[src/rtl/rs_pkg.sv]
// rs_pkg: shared widths, entry struct and sizing helper for the reservation-station bank.
package rs_pkg;
    localparam int ROB_IDX_W = 5;
    localparam int PRF_IDX_W = 6;

    typedef struct packed {
        logic                 valid;
        logic [ROB_IDX_W:0]   rob_idx;
        logic [PRF_IDX_W-1:0] dest;
        logic [PRF_IDX_W-1:0] src1_tag;
        logic                 src1_rdy;
        logic [PRF_IDX_W-1:0] src2_tag;
        logic                 src2_rdy;
    } rs_ent_t;

    function automatic int cnt_w(input int n);
        return $clog2(n) + 1;
    endfunction
endpackage

[src/rtl/rs_issue_bank_entry.sv]
// rs_entry: one reservation-station slot with CDB wakeup and issue-request generation.
module rs_entry
    import rs_pkg::*;
#(
    parameter int PKT_W = 32
) (
    input  logic                 clk,
    input  logic                 rst,
    input  logic                 squash_i,
    input  logic                 wr_en_i,
    input  rs_ent_t              wr_ent_i,
    input  logic [PKT_W-1:0]     wr_pkt_i,
    input  logic                 clr_i,
    input  logic                 cdb_valid_i,
    input  logic [PRF_IDX_W-1:0] cdb_tag_i,
    output logic                 valid_o,
    output logic [ROB_IDX_W:0]   rob_o,
    output logic [PRF_IDX_W-1:0] dest_o,
    output logic [PRF_IDX_W-1:0] src1_tag_o,
    output logic [PRF_IDX_W-1:0] src2_tag_o,
    output logic [PKT_W-1:0]     pkt_o,
    output logic                 req_o
);
    rs_ent_t          ent_q, ent_d;
    logic [PKT_W-1:0] pkt_q, pkt_d;

    always_comb begin
        ent_d = ent_q;
        pkt_d = pkt_q;
        if (cdb_valid_i && ent_q.valid && ent_q.src1_tag == cdb_tag_i) ent_d.src1_rdy = 1'b1;
        if (cdb_valid_i && ent_q.valid && ent_q.src2_tag == cdb_tag_i) ent_d.src2_rdy = 1'b1;
        if (clr_i) ent_d.valid = 1'b0;
        if (wr_en_i) begin
            ent_d = wr_ent_i;
            pkt_d = wr_pkt_i;
        end
        if (squash_i) ent_d.valid = 1'b0;
    end

    always_ff @(posedge clk or posedge rst) begin
        if (rst) begin
            ent_q <= '0;
            pkt_q <= '0;
        end else begin
            ent_q <= ent_d;
            pkt_q <= pkt_d;
        end
    end

    assign valid_o    = ent_q.valid;
    assign rob_o      = ent_q.rob_idx;
    assign dest_o     = ent_q.dest;
    assign src1_tag_o = ent_q.src1_tag;
    assign src2_tag_o = ent_q.src2_tag;
    assign pkt_o      = pkt_q;
    assign req_o      = ent_q.valid & ent_q.src1_rdy & ent_q.src2_rdy;
endmodule

[src/rtl/rs_issue_bank.sv]
// rs_issue_bank: RS entry storage feeding an oldest-first select tree and a
// single-entry issue register handing off to one functional unit.
module rs_issue_bank
    import rs_pkg::*;
#(
    parameter int NUM_ENT = 8,
    parameter int PKT_W   = 32
) (
    input  logic                              clk,
    input  logic                              rst,
    input  logic                              squash,
    input  logic                              dispatch_en,
    input  logic [ROB_IDX_W:0]                dispatch_rob_idx,
    input  logic [PRF_IDX_W-1:0]              dispatch_dest_tag,
    input  logic [PRF_IDX_W-1:0]              dispatch_src1_tag,
    input  logic [PRF_IDX_W-1:0]              dispatch_src2_tag,
    input  logic                              dispatch_src1_rdy,
    input  logic                              dispatch_src2_rdy,
    input  logic [PKT_W-1:0]                  dispatch_pkt,
    input  logic                              cdb_valid,
    input  logic [PRF_IDX_W-1:0]              cdb_tag,
    input  logic [NUM_ENT-1:0]                of_gnt,
    output logic [NUM_ENT-1:0]                rs_req,
    output logic [NUM_ENT-1:0][ROB_IDX_W:0]   rs_order,
    output logic                              rs_of_en,
    output logic                              rs_full,
    output logic [cnt_w(NUM_ENT)-1:0]         rs_free_cnt,
    input  logic                              fu_ready,
    output logic                              iss_valid,
    output logic [ROB_IDX_W:0]                iss_rob_idx,
    output logic [PRF_IDX_W-1:0]              iss_dest_tag,
    output logic [PRF_IDX_W-1:0]              iss_src1_tag,
    output logic [PRF_IDX_W-1:0]              iss_src2_tag,
    output logic [PKT_W-1:0]                  iss_pkt
);
    localparam int CNT_W = cnt_w(NUM_ENT);

    logic [NUM_ENT-1:0]   valid, free, wr_sel, clr;
    logic [PRF_IDX_W-1:0] dest [NUM_ENT];
    logic [PRF_IDX_W-1:0] s1 [NUM_ENT];
    logic [PRF_IDX_W-1:0] s2 [NUM_ENT];
    logic [PKT_W-1:0]     pkt [NUM_ENT];
    rs_ent_t              dsp_ent;

    logic                 iss_valid_q, iss_valid_d;
    logic [ROB_IDX_W:0]   iss_rob_q, iss_rob_d;
    logic [PRF_IDX_W-1:0] iss_dest_q, iss_dest_d, iss_s1_q, iss_s1_d, iss_s2_q, iss_s2_d;
    logic [PKT_W-1:0]     iss_pkt_q, iss_pkt_d;

    // Lowest free slot: isolate the least-significant set bit of the free mask.
    assign free     = ~valid;
    assign wr_sel   = free & (~free + 1'b1);
    assign rs_full  = &valid;
    assign rs_of_en = ~iss_valid_q | fu_ready;
    assign clr      = of_gnt & {NUM_ENT{rs_of_en}};

    always_comb begin
        dsp_ent          = '0;
        dsp_ent.valid    = 1'b1;
        dsp_ent.rob_idx  = dispatch_rob_idx;
        dsp_ent.dest     = dispatch_dest_tag;
        dsp_ent.src1_tag = dispatch_src1_tag;
        dsp_ent.src2_tag = dispatch_src2_tag;
        dsp_ent.src1_rdy = dispatch_src1_rdy | (cdb_valid && dispatch_src1_tag == cdb_tag);
        dsp_ent.src2_rdy = dispatch_src2_rdy | (cdb_valid && dispatch_src2_tag == cdb_tag);
    end

    for (genvar i = 0; i < NUM_ENT; i++) begin : g_ent
        rs_entry #(.PKT_W(PKT_W)) u_ent (
            .clk        (clk),
            .rst        (rst),
            .squash_i   (squash),
            .wr_en_i    (wr_sel[i] & dispatch_en & ~rs_full),
            .wr_ent_i   (dsp_ent),
            .wr_pkt_i   (dispatch_pkt),
            .clr_i      (clr[i]),
            .cdb_valid_i(cdb_valid),
            .cdb_tag_i  (cdb_tag),
            .valid_o    (valid[i]),
            .rob_o      (rs_order[i]),
            .dest_o     (dest[i]),
            .src1_tag_o (s1[i]),
            .src2_tag_o (s2[i]),
            .pkt_o      (pkt[i]),
            .req_o      (rs_req[i])
        );
    end

    always_comb begin
        rs_free_cnt = '0;
        for (int i = 0; i < NUM_ENT; i++) rs_free_cnt = rs_free_cnt + CNT_W'(free[i]);
    end

    always_comb begin
        iss_valid_d = iss_valid_q & ~fu_ready;
        iss_rob_d   = iss_rob_q;
        iss_dest_d  = iss_dest_q;
        iss_s1_d    = iss_s1_q;
        iss_s2_d    = iss_s2_q;
        iss_pkt_d   = iss_pkt_q;
        for (int i = 0; i < NUM_ENT; i++) begin
            if (clr[i]) begin
                iss_valid_d = 1'b1;
                iss_rob_d   = rs_order[i];
                iss_dest_d  = dest[i];
                iss_s1_d    = s1[i];
                iss_s2_d    = s2[i];
                iss_pkt_d   = pkt[i];
            end
        end
        if (squash) iss_valid_d = 1'b0;
    end

    always_ff @(posedge clk or posedge rst) begin
        if (rst) begin
            iss_valid_q <= 1'b0;
            iss_rob_q   <= '0;
            iss_dest_q  <= '0;
            iss_s1_q    <= '0;
            iss_s2_q    <= '0;
            iss_pkt_q   <= '0;
        end else begin
            iss_valid_q <= iss_valid_d;
            iss_rob_q   <= iss_rob_d;
            iss_dest_q  <= iss_dest_d;
            iss_s1_q    <= iss_s1_d;
            iss_s2_q    <= iss_s2_d;
            iss_pkt_q   <= iss_pkt_d;
        end
    end

    assign iss_valid    = iss_valid_q;
    assign iss_rob_idx  = iss_rob_q;
    assign iss_dest_tag = iss_dest_q;
    assign iss_src1_tag = iss_s1_q;
    assign iss_src2_tag = iss_s2_q;
    assign iss_pkt      = iss_pkt_q;

    // The select tree must grant at most one entry, and only one that is requesting.
    a_gnt_legal: assert property (@(posedge clk) disable iff (rst)
        $onehot0(of_gnt) && ((of_gnt & ~rs_req) == '0));
endmodule

[config.mk]
export PLATFORM = sky130hd
export DESIGN_NAME = rs_issue_bank
export DESIGN_NICKNAME = d
export VERILOG_FILES = /design/src/rtl/rs_pkg.sv /design/src/rtl/rs_issue_bank_entry.sv /design/src/rtl/rs_issue_bank.sv
export SDC_FILE = /design/constraint.sdc
export NUM_CORES = 1
export LEC_CHECK = 0
export CORE_MARGIN = 8
export CORE_UTILIZATION = 50
export CTS_CLUSTER_SIZE = 12
export DETAILED_ROUTE_END_ITERATION = 10
export PLACE_DENSITY = 0.7
export SYNTH_ARGS = -nofsm -noshare
export SYNTH_HDL_FRONTEND = slang
export SYNTH_HIERARCHICAL = 1
export SYNTH_SLANG_ARGS = --single-unit
[constraint.sdc]
create_clock -name clk -period 4.5 [get_ports clk]
set_input_delay 1.125 -clock clk [delete_from_list [all_inputs] [get_ports clk]]
set_output_delay 1.125 -clock clk [all_outputs]
set_load 0.05 [all_outputs]
=== After elaboration in Yosys (flattened, before gate mapping) ===
Index checks and enable logic that the tools add are counted.

* Bits in registers: 529
* Bits of input ports: 78
* Output and inout port bits: 119
* Logic and storage cells: 280

* Add/subtract/negate cells: 8
* Eq/ne operators: 18
* Mux-type cells: 89
* Bitwise operators: 43
* Reduce and logical (&&, ||, !) cells: 52

{| class="wikitable"
|+ Operators with widths
! cell !! number
|-
| $mux W32 || 8
|-
| $mux W27 || 8
|-
| $mux W6 || 32
|-
| $eq A6 B6 Y1 || 18
|-
| $mux W1 || 41
|-
| $and A1 B1 Y1 || 33
|-
| $reduce_bool A2 Y1 || 16
|-
| $logic_and A1 B1 Y1 || 26
|-
| $reduce_bool A3 Y1 || 8
|-
| $add A4 B1 Y4 || 4
|-
| $and A8 B8 Y8 || 2
|-
| $not A8 Y8 || 2
|-
| $add A8 B1 Y8 const B || 1
|-
| $reduce_and A8 Y1 || 1
|-
| $reduce_bool A8 Y1 || 1
|-
| $add A3 B1 Y4 || 1
|-
| $add A2 B1 Y3 || 1
|-
| $not A1 Y1 || 3
|-
| $or A1 B1 Y1 || 3
|-
| $add A1 B1 Y2 || 1
|}

=== Longest topological paths before layout ===
* Depth in word-level cells: 12
* Depth in mapped cells: 10
* Mapped depth without buffers: 10

=== Hierarchy ===
Netlist, hierarchy kept.

{| class="wikitable"
|+ By module, submodules not included
! module !! times used !! cells each !! area each (µm²) !! sequential area each (µm²)
|-
| rs_entry || 8 || 170 || 2570.0 || 1476.4
|-
| rs_issue_bank || 1 || 790 || 6063.3 || 1426.4
|}

=== Worst setup path after synthesis ===
No wires, ideal clock.

* Path kind: reg2out
* Start: reg g_ent[0].u_ent.ent_q, in the netlist g_ent[0].u_ent/valid_o
* End: out rs_free_cnt[2]
* Data arrival time: 3.511 ns
* Slack: -0.136 ns
* Stages on the path, launching flop included: 11
* Path through: dfrtp_1 -> inv_1 -> fa_1 -> inv_1 -> fa_1 -> fa_1 -> inv_1 -> ha_1 -> inv_1 -> fa_1 -> xnor2_1

* Word-level cells in the longest chain between the ends: 8

{| class="wikitable"
|+ RTL lines
! what !! RTL line !! source
|-
| from (decl) || rs_issue_bank_entry.sv:24 || <nowiki>rs_ent_t ent_q, ent_d;</nowiki>
|-
| from (signal assigned) || rs_issue_bank_entry.sv:45 || <nowiki>ent_q <= ent_d;</nowiki>
|-
| $not A8 Y8 || rs_issue_bank.sv:51 || <nowiki>assign free = ~valid;</nowiki>
|-
| $add A1 B1 Y2 || rs_issue_bank.sv:91 || <nowiki>for (int i = 0; i < NUM_ENT; i++) rs_free_cnt = rs_free_cnt + CNT_W'(free[i]);</nowiki>
|-
| $add A2 B1 Y3 || rs_issue_bank.sv:91 ||
|-
| $add A3 B1 Y4 || rs_issue_bank.sv:91 ||
|-
| $add A4 B1 Y4 (4 in a row) || rs_issue_bank.sv:91 ||
|-
| to (decl) || rs_issue_bank.sv:27 || <nowiki>output logic [cnt_w(NUM_ENT)-1:0] rs_free_cnt,</nowiki>
|}

No other way between the ends.

=== Worst setup path after layout ===
* Start: reg g_ent[0].u_ent.ent_q, in the netlist g_ent[0].u_ent/valid_o
* End: out rs_free_cnt[1]

The elaborated chain is that of the path after synthesis.

==> results.md <==
* Share of cells above drive strength 1 at 30.7%
* Yosys cell types at 43
* Max VDD drop at 0.000291 V
* Crit Path Class: flop to output port
* Post-synthesis sequential area ratio at 49.7%
* Drt pass-1 iters at 7
* Failing checks: negative setup slack
* Crit path max-delay cell type: fa_1
* Total Power at 11.6 mW
* Max Cap Viol at 0
* Most common cell after layout, fill and taps aside: dfrtp_1
* CP peak stage delay at 530 ps
* WHS at 504 ps
* Cell Area, Synth at 0.0266 mm2
* Final hold violations at 0
* Async SR Flop Fraction at 100%
* Post-Synthesis Cells at 2150
* Max frequency at 214 MHz
* Number of remaining DRC errors at 0
* Die area at 0.0609 mm2
* Gr ovfl total at 0
* Final setup viols at 3
* Clock Latency Late Sink at 630 ps
* Vias in the first global route at 19265
* Status: finished, violations left
* H-tree depth at 2
* Clock transition at the registers of the reported paths at 60 ps
* R2r startpoint: g_ent[4].u_ent/valid_o
* Number of synthesized flops with an enable pin at 0
* Crit-path cells: inv_2 -> fa_1 -> inv_1 -> fa_1 -> fa_1 -> inv_1 -> ha_2 -> inv_2 -> fa_2 -> inv_2 -> buf_12
* Top-level port count at 197
* Footprint of the multi-input gates at 0.0110 mm2
* Final Cycle Share at 104%
* Core ar. at 0.0527 mm2
* # hold bufs at CTS at 0
* GP Congestion at 0.867
* Tot GR Track Use at 26.5%
* Syn Area/Cell at 12.4 um2
* Antenna violations before repair at 6
* Fin. max-slew vios at 0
* Req. time, crit path at 3380 ps
* First-pass GRT wire length at 123000 um
* Num CTS Buffers at 56
* Fillcell total at 4278
* 1st-iter DRT viols at 1833
* Root Buffer: clkbuf_16
* Min Tclk post-route at 4680 ps
* Crit path from: g_ent[0].u_ent/valid_o
* Critical Path AT at 3550 ps
* Rel. slew slack at 23.8%
* Post-Route Skew at 13.7 ps
* # rows at 84
* Most frequent cells in the layout: 529 x dfrtp_1, 448 x mux2_2, 189 x clkdlybuf4s50_1
* Hold_sp: g_ent[6].u_ent/ent_q[0]
* Number of port buffers at 196
* Synth warnings at 6
* Via count at 18382
* Synthesized flop and latch total at 529
* Nets at 2226
* Power Density at 388 mW/mm2
* CP Max Fanout at 2
* Hold Crit Class: flop to flop
* Vias/cell at 6.40
* CTS tree: built
* Initial Utilization at 50.6%
* Die width at 247 um
* Worst Setup End Kind: output port
* CP startpoint kind: flop
* Setup tns final at -336 ps
* Largest net degree at the start of global routing at 79
* TritonCTS sink count at 529
* Drt wl/cell at 28.4 um
* Pleak at 13.5 nW
* Hpwl dp at 48500 um
* Flip-flop and latch area at 0.0132 mm2
* RSZ-0062 raised after global routing: true
* Clk buf depth at 3
* Top_reg_cell synth: dfrtp_1
* Final worst slack at -175 ps
* Worst slew pin tran at 1140 ps
* Die height at 247 um
* Total Routed Length at 81500 um
* Remaining antenna violation count at 0
* Area grow syn2layout at 11.8%
stage by stage:
| step | worst slack (ps) | cell area [um2] | cells | util, % |
|---|---|---|---|---|
| floorplan | 156 | 26700 | 2157 | - |
| CTS | -208 | 29700 | 2868 | 56.5 |
| global placement | 366 | 27900 | 2767 | 53.0 |
| finish | -175 | 29800 | 2872 | 56.5 |
| global route | -280 | 29800 | 2870 | 56.5 |
| detailed placement | 330 | 27900 | 2767 | 53.0 |
registers in the layout (all words and copies together) (netlist names):
signal / count
iss_dest_tag: 6
iss_src2_tag: 6
g_ent.u_ent/ent_q: 16
g_ent.u_ent/pkt_o: 256
g_ent.u_ent/dest_o: 48
g_ent.u_ent/rob_o: 48
iss_valid: 1
iss_pkt: 32
iss_src1_tag: 6
g_ent.u_ent/src2_tag_o: 48
iss_rob_idx: 6
g_ent.u_ent/src1_tag_o: 48
g_ent.u_ent/valid_o: 8
final timing paths:
kind / to / slack, ps / depth (start not counted)
worst min register to register: g_ent[6].u_ent/ent_q[0] / 500 / 2
worst max register to register: g_ent[0].u_ent/pkt_o[10] / 1810 / 6
min in group asynchronous: g_ent[5].u_ent/pkt_o[31] / 1140 / 2
worst max-delay path: rs_free_cnt[1] / -180 / 11
max in group asynchronous: iss_src1_tag[2] / 2350 / 3
worst min-delay path: g_ent[6].u_ent/ent_q[0] / 500 / 2
layer usage:
layer | GRT usage (%) | vias up | part of all wire, %
met5 | 0 | - | 0.050
met4 | 10.1 | 6 | 3.6
met3 | 6.28 | 202 | 9.2
met2 | 41.9 | 1006 | 46
met1 | 35.3 | 9491 | 41
li1 | - | 7677 | -
cell families after synthesis:
group	count (synthesis)	synth area share [%]
DFF	529	49.7
muxes	464	19.6
and+or+nand+nor	254	4.64
AOI/OAI and AO/OA	421	12.7
xor gates and xnor gates	109	3.59
other	1	0.0141
adders and majority gates	9	0.536
buffers and inverters	363	9.30
power breakdown:
group | leakage [nW] | internal, mW | switching (mW) | total (mW)
logic | 5.57 | 0.649 | 1.05 | 1.70
clock network | 0.888 | 2.65 | 1.94 | 4.59
registers | 7.05 | 5.05 | 0.213 | 5.26
total | 13.5 | 8.34 | 3.21 | 11.6
critical path, delay by kind of cell (launching register included):
| family | cells | cell delay, ps |
|---|---|---|
| adders and majority gates | 5 | 2160 |
| buffers and inverters | 6 | 400 |
| DFF | 1 | 370 |
repair_timing:
action,4_1_cts,5_1_grt
setup endpoints to repair,2,3
pin swaps,2,2
setup buffers,1,1
gates resized for setup,5,2
final cells by class:
cell class                 count  area share [%]
clock buffer                  84            5.43
timing repair buffer         264            9.17
multi-input combinational   1265            37.1
clock inverter                16           0.630
sequential                   529            44.5
antenna                        3          0.0252
tap                          688            2.89
inverter                      23           0.290
cells in the mapped netlist (all sizes together) (42+ instances only):
library cell / number / area share [%]
nand2: 169 / 2.4
xor2: 42 / 1.4
a21oi: 58 / 1.1
dfrtp: 529 / 50
a22oi: 63 / 1.8
o22a: 55 / 1.8
a221oi: 55 / 1.8
o2bb2ai: 55 / 1.8
xnor2: 67 / 2.2
clkbuf: 59 / 0.83
a31oi: 56 / 1.3
o221ai: 56 / 1.8
mux2: 448 / 19
buf: 281 / 8.1
No activity file was read; power rests on OpenSTA's default activity.
